[src/rtl/midi_tx_framer.sv]
// midi_tx_framer: serialises one MIDI message (status + up to two data bytes)
// per handshake onto the DIN-out line as 8N1 UART frames. An internal baud
// divider replaces the old free-running baud clock, and channel status bytes
// may optionally be suppressed with MIDI running status.
module midi_tx_framer #(
  parameter int BAUD_CNT       = 3200,  // clk cycles per bit, >= 2
  parameter bit RUNNING_STATUS = 1'b0   // 1 = omit repeated channel status
) (
  input  logic       clk,
  input  logic       rst,         // asynchronous, active low
  input  logic       cmd_valid,
  output logic       cmd_ready,
  input  logic [7:0] status_i,
  input  logic [7:0] data1_i,
  input  logic [7:0] data2_i,
  input  logic [1:0] byte_cnt_i,
  output logic       midi_tx,
  output logic       busy,
  output logic       done
);

  localparam int              BW        = (BAUD_CNT > 2) ? $clog2(BAUD_CNT) : 1;
  localparam logic [BW-1:0]   BAUD_LAST = BW'(BAUD_CNT - 1);
  localparam logic [BW-1:0]   BAUD_ONE  = BW'(1);

  typedef enum logic [2:0] {
    S_IDLE  = 3'd0,
    S_LOAD  = 3'd1,
    S_START = 3'd2,
    S_DATA  = 3'd3,
    S_STOP  = 3'd4,
    S_FIN   = 3'd5
  } state_e;

  state_e        state_q;
  logic [BW-1:0] baud_q;
  logic [2:0]    bit_q;
  logic [7:0]    shift_q;
  logic [7:0]    status_q;
  logic [7:0]    data1_q;
  logic [7:0]    data2_q;
  logic [1:0]    cnt_q;
  logic [1:0]    idx_q;          // index of the next byte to load (0=status)
  logic [7:0]    last_status_q;
  logic          last_vld_q;
  logic          tx_q;
  logic          ready_q;
  logic          busy_q;
  logic          done_q;

  logic [1:0]    idx_start_d;
  logic [7:0]    load_byte_d;
  logic          bit_end_d;

  // First byte index of a new message: start at data1 when the status byte
  // repeats the running status of a channel message with data.
  always_comb begin
    idx_start_d = 2'd0;
    if ((RUNNING_STATUS != 1'b0) && (byte_cnt_i >= 2'd2) && last_vld_q &&
        (status_i == last_status_q)) begin
      idx_start_d = 2'd1;
    end else begin
      idx_start_d = 2'd0;
    end
  end

  // Byte picked up in LOAD, in status/data1/data2 order.
  always_comb begin
    load_byte_d = 8'h00;
    case (idx_q)
      2'd0:    load_byte_d = status_q;
      2'd1:    load_byte_d = data1_q;
      default: load_byte_d = data2_q;
    endcase
  end

  // Last clock of the current bit period.
  always_comb begin
    bit_end_d = 1'b0;
    if (baud_q == BAUD_LAST) begin
      bit_end_d = 1'b1;
    end else begin
      bit_end_d = 1'b0;
    end
  end

  // Framing FSM with registered line, handshake and status outputs.
  always_ff @(posedge clk or negedge rst) begin
    if (!rst) begin
      state_q       <= S_IDLE;
      baud_q        <= '0;
      bit_q         <= 3'd0;
      shift_q       <= 8'h00;
      status_q      <= 8'h00;
      data1_q       <= 8'h00;
      data2_q       <= 8'h00;
      cnt_q         <= 2'd0;
      idx_q         <= 2'd0;
      last_status_q <= 8'h00;
      last_vld_q    <= 1'b0;
      tx_q          <= 1'b1;
      ready_q       <= 1'b1;
      busy_q        <= 1'b0;
      done_q        <= 1'b0;
    end else begin
      case (state_q)
        S_IDLE: begin
          done_q <= 1'b0;
          if (cmd_valid && ready_q) begin
            status_q <= status_i;
            data1_q  <= data1_i;
            data2_q  <= data2_i;
            cnt_q    <= byte_cnt_i;
            idx_q    <= idx_start_d;
            ready_q  <= 1'b0;
            // an empty message never shows busy
            busy_q   <= (byte_cnt_i != 2'd0);
            state_q  <= S_LOAD;
          end
        end
        S_LOAD: begin
          baud_q <= '0;
          if (idx_q < cnt_q) begin
            shift_q <= load_byte_d;
            idx_q   <= idx_q + 2'd1;
            tx_q    <= 1'b0;
            state_q <= S_START;
            // track running status as the status byte goes out
            if ((RUNNING_STATUS != 1'b0) && (idx_q == 2'd0)) begin
              if ((status_q >= 8'h80) && (status_q <= 8'hEF)) begin
                last_status_q <= status_q;
                last_vld_q    <= 1'b1;
              end else if ((status_q >= 8'hF0) && (status_q <= 8'hF7)) begin
                last_vld_q    <= 1'b0;
              end else begin
                last_vld_q    <= last_vld_q;
              end
            end
          end else begin
            busy_q  <= 1'b0;
            done_q  <= 1'b1;
            state_q <= S_FIN;
          end
        end
        S_START: begin
          if (bit_end_d) begin
            baud_q  <= '0;
            bit_q   <= 3'd0;
            tx_q    <= shift_q[0];
            shift_q <= {1'b0, shift_q[7:1]};
            state_q <= S_DATA;
          end else begin
            baud_q  <= baud_q + BAUD_ONE;
          end
        end
        S_DATA: begin
          if (bit_end_d) begin
            baud_q <= '0;
            if (bit_q == 3'd7) begin
              tx_q    <= 1'b1;
              state_q <= S_STOP;
            end else begin
              bit_q   <= bit_q + 3'd1;
              tx_q    <= shift_q[0];
              shift_q <= {1'b0, shift_q[7:1]};
            end
          end else begin
            baud_q <= baud_q + BAUD_ONE;
          end
        end
        S_STOP: begin
          if (bit_end_d) begin
            baud_q <= '0;
            if (idx_q < cnt_q) begin
              state_q <= S_LOAD;
            end else begin
              busy_q  <= 1'b0;
              done_q  <= 1'b1;
              state_q <= S_FIN;
            end
          end else begin
            baud_q <= baud_q + BAUD_ONE;
          end
        end
        S_FIN: begin
          done_q  <= 1'b0;
          ready_q <= 1'b1;
          state_q <= S_IDLE;
        end
        default: begin
          baud_q  <= '0;
          tx_q    <= 1'b1;
          ready_q <= 1'b1;
          busy_q  <= 1'b0;
          done_q  <= 1'b0;
          state_q <= S_IDLE;
        end
      endcase
    end
  end

  assign cmd_ready = ready_q;
  assign midi_tx   = tx_q;
  assign busy      = busy_q;
  assign done      = done_q;

endmodule

[config.mk]
export PLATFORM = sky130hd
export DESIGN_NAME = midi_tx_framer
export DESIGN_NICKNAME = d
export VERILOG_FILES = /design/src/rtl/midi_tx_framer.sv
export SDC_FILE = /design/constraint.sdc
export NUM_CORES = 1
export LEC_CHECK = 0
export CAP_MARGIN = 20
export CORE_MARGIN = 2
export CORE_UTILIZATION = 45
export CTS_CLUSTER_SIZE = 12
export DETAILED_ROUTE_END_ITERATION = 16
export PLACE_DENSITY = 0.66
export SYNTH_ARGS = -nofsm -noshare
export SYNTH_HDL_FRONTEND = slang
export SYNTH_SLANG_ARGS = --single-unit
[constraint.sdc]
create_clock -name clk -period 2.3 [get_ports clk]
set_input_delay 0.46 -clock clk [delete_from_list [all_inputs] [get_ports clk]]
set_output_delay 0.46 -clock clk [all_outputs]
set_load 0.02 [all_outputs]
# Yosys cells after proc, flatten, opt, wreduce, memory -nomap -nowiden
# Index checks and enable logic that the tools add are counted.
# totals
regBits	58
out_inout_bits	4
# classes
add_sub_neg	3
n_lt_le_gt_ge	1
n_eq_ne	15
n_mux	38
bitwise	4
reduce_logical	22
# op_table
operator	n
two-way mux 8 bit	4
two-way mux 3 bit	10
one-hot mux 12 bit (2 select lines)	1
one-hot mux 8 bit (3 select lines)	1
one-hot mux 8 bit (2 select lines)	1
one-hot mux 3 bit (5 select lines)	1
!= test 2 bit (second input constant)	7
adder 12 x 1 -> 12 bit (second input constant)	1
== test 12 bit (second input constant)	1
two-way mux 12 bit	1
two-way mux 1 bit	11
AND reduction 5 bit	2
== test 3 bit (second input constant)	3
OR reduction 3 bit	3
one-hot mux 1 bit (4 select lines)	2
AND reduction 4 bit	2
== test 3 x 2 -> 1 bit (second input constant)	2
one-hot mux 3 bit (2 select lines)	1
AND reduction 2 bit	3
AND reduction 3 bit	2
nonzero test 2 bit	3
two-way mux 2 bit	2
inverter 1 bit	4
one-hot mux 2 bit (2 select lines)	1
other kinds (13)	14

# Longest topological paths before layout
# Gate-level depths: netlist of run 1.
# logic_depth
word_depth	4
depth_mapped	7
depth_no_buf	6

# Worst setup path after synthesis of run 1
# No wires, ideal clock.
# synth_timing
kind	register -> register
from	register baud_q[8]
to	register busy_q, in the netlist busy
arrival_ps	1692
path_slack_ps	482
stages_incl_launch_ff	6
n_path_buf	1
path_cell_list	dfrtp_1 -> or3b_4 -> nor4_4 -> buf_4 -> nor2_1 -> a221o_1
# synth_between
elab_chain_len	4
# synth_rtl
item	line_no	text
from (decl)	36	logic [BW-1:0] baud_q;
from (signal assigned)	153	baud_q <= baud_q + BAUD_ONE;
from (signal assigned)	168	baud_q <= baud_q + BAUD_ONE;
from (signal assigned)	182	baud_q <= baud_q + BAUD_ONE;
== test 12 bit	80	if (baud_q == BAUD_LAST) begin
two-way mux 1 bit	80	
!= test 2 bit (no line)	-	
AND reduction 3 bit (no line)	-	
to (signal assigned)	117	busy_q <= (byte_cnt_i != 2'd0);
to (decl)	48	logic busy_q;
# No other way between the ends.
# A chain may end at the register's enable or synchronous reset.

# Worst setup path after layout of run 1
# layout_timing
from	register baud_q[8]
to	register bit_q[0]
# layout_between
elab_chain_len	4
elab_cells_between_ends	5
cone_classes	eq/ne (3); mux (1); reduce/logical (1)
# layout_rtl
item	line_no	text
== test 12 bit (*)	80	
two-way mux 1 bit (*)	80	
!= test 2 bit (no line)	-	
AND reduction 4 bit (no line) (*)	-	
to (signal assigned)	163	bit_q <= bit_q + 3'd1;
to (decl)	37	logic [2:0] bit_q;
# Every way passes the cells marked *; elsewhere a longest branch is shown, timed or not.

==> results.py, run 1 <==
metrics = {
    "yosys": {
        "synth_edf_count": 0,
        "ys.flop_type": "dfrtp_1",
        "seq_area_frac_synth": 0.499,
        "ys_warn_count": 0,
        "ys_top_cells_by_area": "dfrtp_1 48%, mux2_2 13%, nor2_1 3.7%",
        "synth_top_area_frac": 0.481,
        "syn_nets": 309,
        "synth_cells": 274,
        "synth_cell_types": 49,
        "synth.avg_cell_area_um2": 10.6,
        "synth_largest_area_cell": "dfrtp_1",
        "synth_area_um2": 2910,
        "ys_ff_latch": 58,
        "async_reset_ff_frac": 1.00,
    },
    "worst_setup_path": {
        "required_ns": 2.54,
        "r2r_end": "bit_q[0]$_DFFE_PN0P_",
        "slowest_delay_ns": 0.43,
        "critical_path_class": "reg2reg",
        "r2r-start": "baud_q[8]$_DFFE_PN0N_",
        "critical_path.slowest_cell": "dfrtp_1",
        "path_cells": "or3b_4 > nor4_4 > buf_4 > nand2_2 > or2_1 > o311ai_2",
        "startpoint_type": "flop",
        "end_kind": "flop",
        "worst-r2r-setup-slack_ns": 0.27,
        "arrival_ns": 2.28,
        "reg2reg_depth": 6,
        "cp.buffers_inverters": 1,
        "critPathMaxFanout": 14,
        "critical-path-top-delay-family": "simple AND/OR/NAND/NOR gates",
    },
    "clock_tree": {
        "clk_pin_slew_worst_paths_ns": 0.08,
        "cts-buffers-inserted": 9,
        "htreeDepth": 3,
        "clkLatencyLatePin_ns": 0.34,
        "clock-root-buffer": "clkbuf_8",
        "clock_sinks": 58,
        "cts_resized": 0,
        "postCtsSetupRepairBufs": 0,
        "ctsHoldBuffers": 0,
        "clock_path_buffers": 2,
        "cts_tree": "built",
    },
    "global_routing": {
        "grt_max_degree": 22,
        "grt_overflow": 0,
        "grt_pass1_wl_um": 10500,
        "first_global_vias": 2162,
        "antenna_found_initial": 0,
        "grt_use_total": 0.187,
    },
    "place": {
        "place_congestion": 0.802,
        "portBuffers": 32,
        "dp_hpwl_um": 4210,
        "dp_cells": 384,
    },
    "finish": {
        "layout_common_cells": "56 x dfrtp_1, 33 x mux2_2, 31 x clkdlybuf4s50_1, 29 x nor2_1, 21 x nand2_1",
        "layout-drive-gt1-share": 0.229,
        "final_common_cell": "dfrtp_1",
        "area_growth_pct": 23.7,
        "finalNonFillerCells": 400,
        "n_antenna_cell": 0,
        "nets": 353,
    },
    "timing": {
        "hold_violations": 0,
        "rsz0062_at_grt": "false",
        "worst-slew-pin-transition_ns": 0.576,
        "fmax_mhz": 492,
        "finClkSkew_ns": 0.0129,
        "drv_slew": 0,
        "finalSetupViolCount": 0,
        "min_period_ns": 2.03,
        "relSlewSlack": 0.615,
        "setup-tns-final_ns": 0,
        "finalCritPeriodShare": 0.884,
        "hold_ws_ns": 0.0623,
    },
    "floorplanning": {
        "die_width_um": 84.4,
        "pin_count": 33,
        "core_um2": 6310,
        "dieArea_um2": 7130,
        "initial_core_util": 0.461,
        "fp.dieH_um": 84.4,
        "rows": 29,
    },
    "power_and_ir_drop": {
        "intPower_mw": 1.68,
        "peakVddDrop_mv": 0.396,
        "pwr-share-clk": 0.489,
        "power.density_nw_per_um2": 593,
        "pwr-share-comb": 0.034,
        "switching_power_mw": 0.462,
        "seqPwrFrac": 0.477,
        "sw_frac_of_total": 0.216,
        "leakagePower_nw": 1.63,
    },
    "routing": {
        "drtIter0Drc": 178,
        "wire_per_inst_um": 14.9,
        "wl_um": 5960,
        "drt_pass1_iterations": 4,
        "vias": 2143,
        "postRouteAntennaNets": 0,
        "drc": 0,
        "viasPerCell": 5.36,
    },
    "status": {
        "status": "finished clean",
    },
    "min_path": {
        "hp-class": "in2async",
    },
    "run": {
        "maxCapViolations": 0,
    },
}
## worst max path at each step
| stage | from | endpoint | slack (ns) | cells past startpoint |
|---|---|---|---|---|
| after CTS | baud_q[8]$_DFFE_PN0N_ | bit_q[0]$_DFFE_PN0P_ | 0.27 | 6 |
| after detailed placement | cmd_valid | cnt_q[0]$_DFFE_PN0P_ | 0.26 | 5 |
| after floorplan | baud_q[8]$_DFFE_PN0N_ | busy$_DFFE_PN0P_ | 0.48 | 5 |
| after global routing | bit_q[0]$_DFFE_PN0P_ | shift_q[3]$_DFFE_PN0P_ | 0.13 | 6 |
| final | baud_q[8]$_DFFE_PN0N_ | bit_q[0]$_DFFE_PN0P_ | 0.27 | 6 |
| after global placement | cmd_valid | data1_q[5]$_DFFE_PN0P_ | 0.29 | 5 |
## sequential cells by signal, indices dropped and copies added, names as in the netlist
name and count:
midi_tx 1, status_q 8, data2_q 8, cnt_q 2, shift_q 8, cmd_ready 1
busy 1, baud_q 12, idx_q 2, bit_q 3, done 1, state_q 3
data1_q 8
## stage by stage
stage                     power [mW]   util  worst slack [ns]  instance area (um^2)
after detailed placement        1.11  0.536             0.262                  3380
after floorplan                 1.04      -             0.482                  2910
final                           2.14  0.570             0.267                  3600
after CTS                       2.16  0.570             0.268                  3600
after global placement          1.11  0.536             0.292                  3380
after global routing            2.21  0.570             0.130                  3600
## cell usage after synthesis, drive strengths merged (2+ instances only)
master   n
mux2    33
nand2   23
o21ai   11
and3     3
a22oi   12
o21bai   3
dfstp    2
xnor2    8
nand3b   2
a31oi    8
o31ai    2
nor3     2
dfrtp   56
nor2    29
inv      9
o311ai   2
a21oi   11
clkbuf   8
nand2b   5
nand3    6
buf      6
nor2b    5
ha       6
nor4     3
mux2i    2
## cell families after synthesis
group	share of synthesized area
and+or+nand+nor	0.140
AOI/OAI and AO/OA	0.141
DFF	0.499
muxes	0.135
buffers and inverters	0.0322
xor gates and xnor gates	0.0271
adders and majority gates	0.0258
## power groups by stage
stage               logic (mW)  registers [mW]  clock network (mW)
floorplan              0.00242            1.04                   0
global placement        0.0739            1.04                   0
detailed placement      0.0746            1.04                   0
CTS                     0.0748            1.02                1.06
global route            0.0799            1.02                1.11
finish                  0.0721            1.02                1.04
## area by class of cell
cell class / count / area, um^2
fillers: 541 / 2710
flip-flops and latches: 58 / 1450
multi-input cells: 193 / 1370
repair buffers: 47 / 428
clock buffers: 10 / 128
well taps: 77 / 96.3
clock inverters: 6 / 91.3
inverters: 9 / 33.8
## worst reg2reg max path, delay by kind of cell, from the launching register on
kind / cells / cell delay, ns
simple gates: 4 / 1.06
flops: 1 / 0.43
buf+inv: 1 / 0.24
compound gates: 1 / 0.23
## layer usage
metal  share of wire  track usage  wire, um
met5               0            0         0
met4           0.020       0.0866       117
met3           0.032       0.0374       193
met2            0.47        0.284      2800
met1            0.48        0.259      2860
Power figures use the tool's default switching activity.
==> run 2: changes to the inputs <==
TNS_END_PERCENT = 50   (was unset)
==> results of run 2 <==
The final DEF is identical to that of run 1; final timing and power are the same.
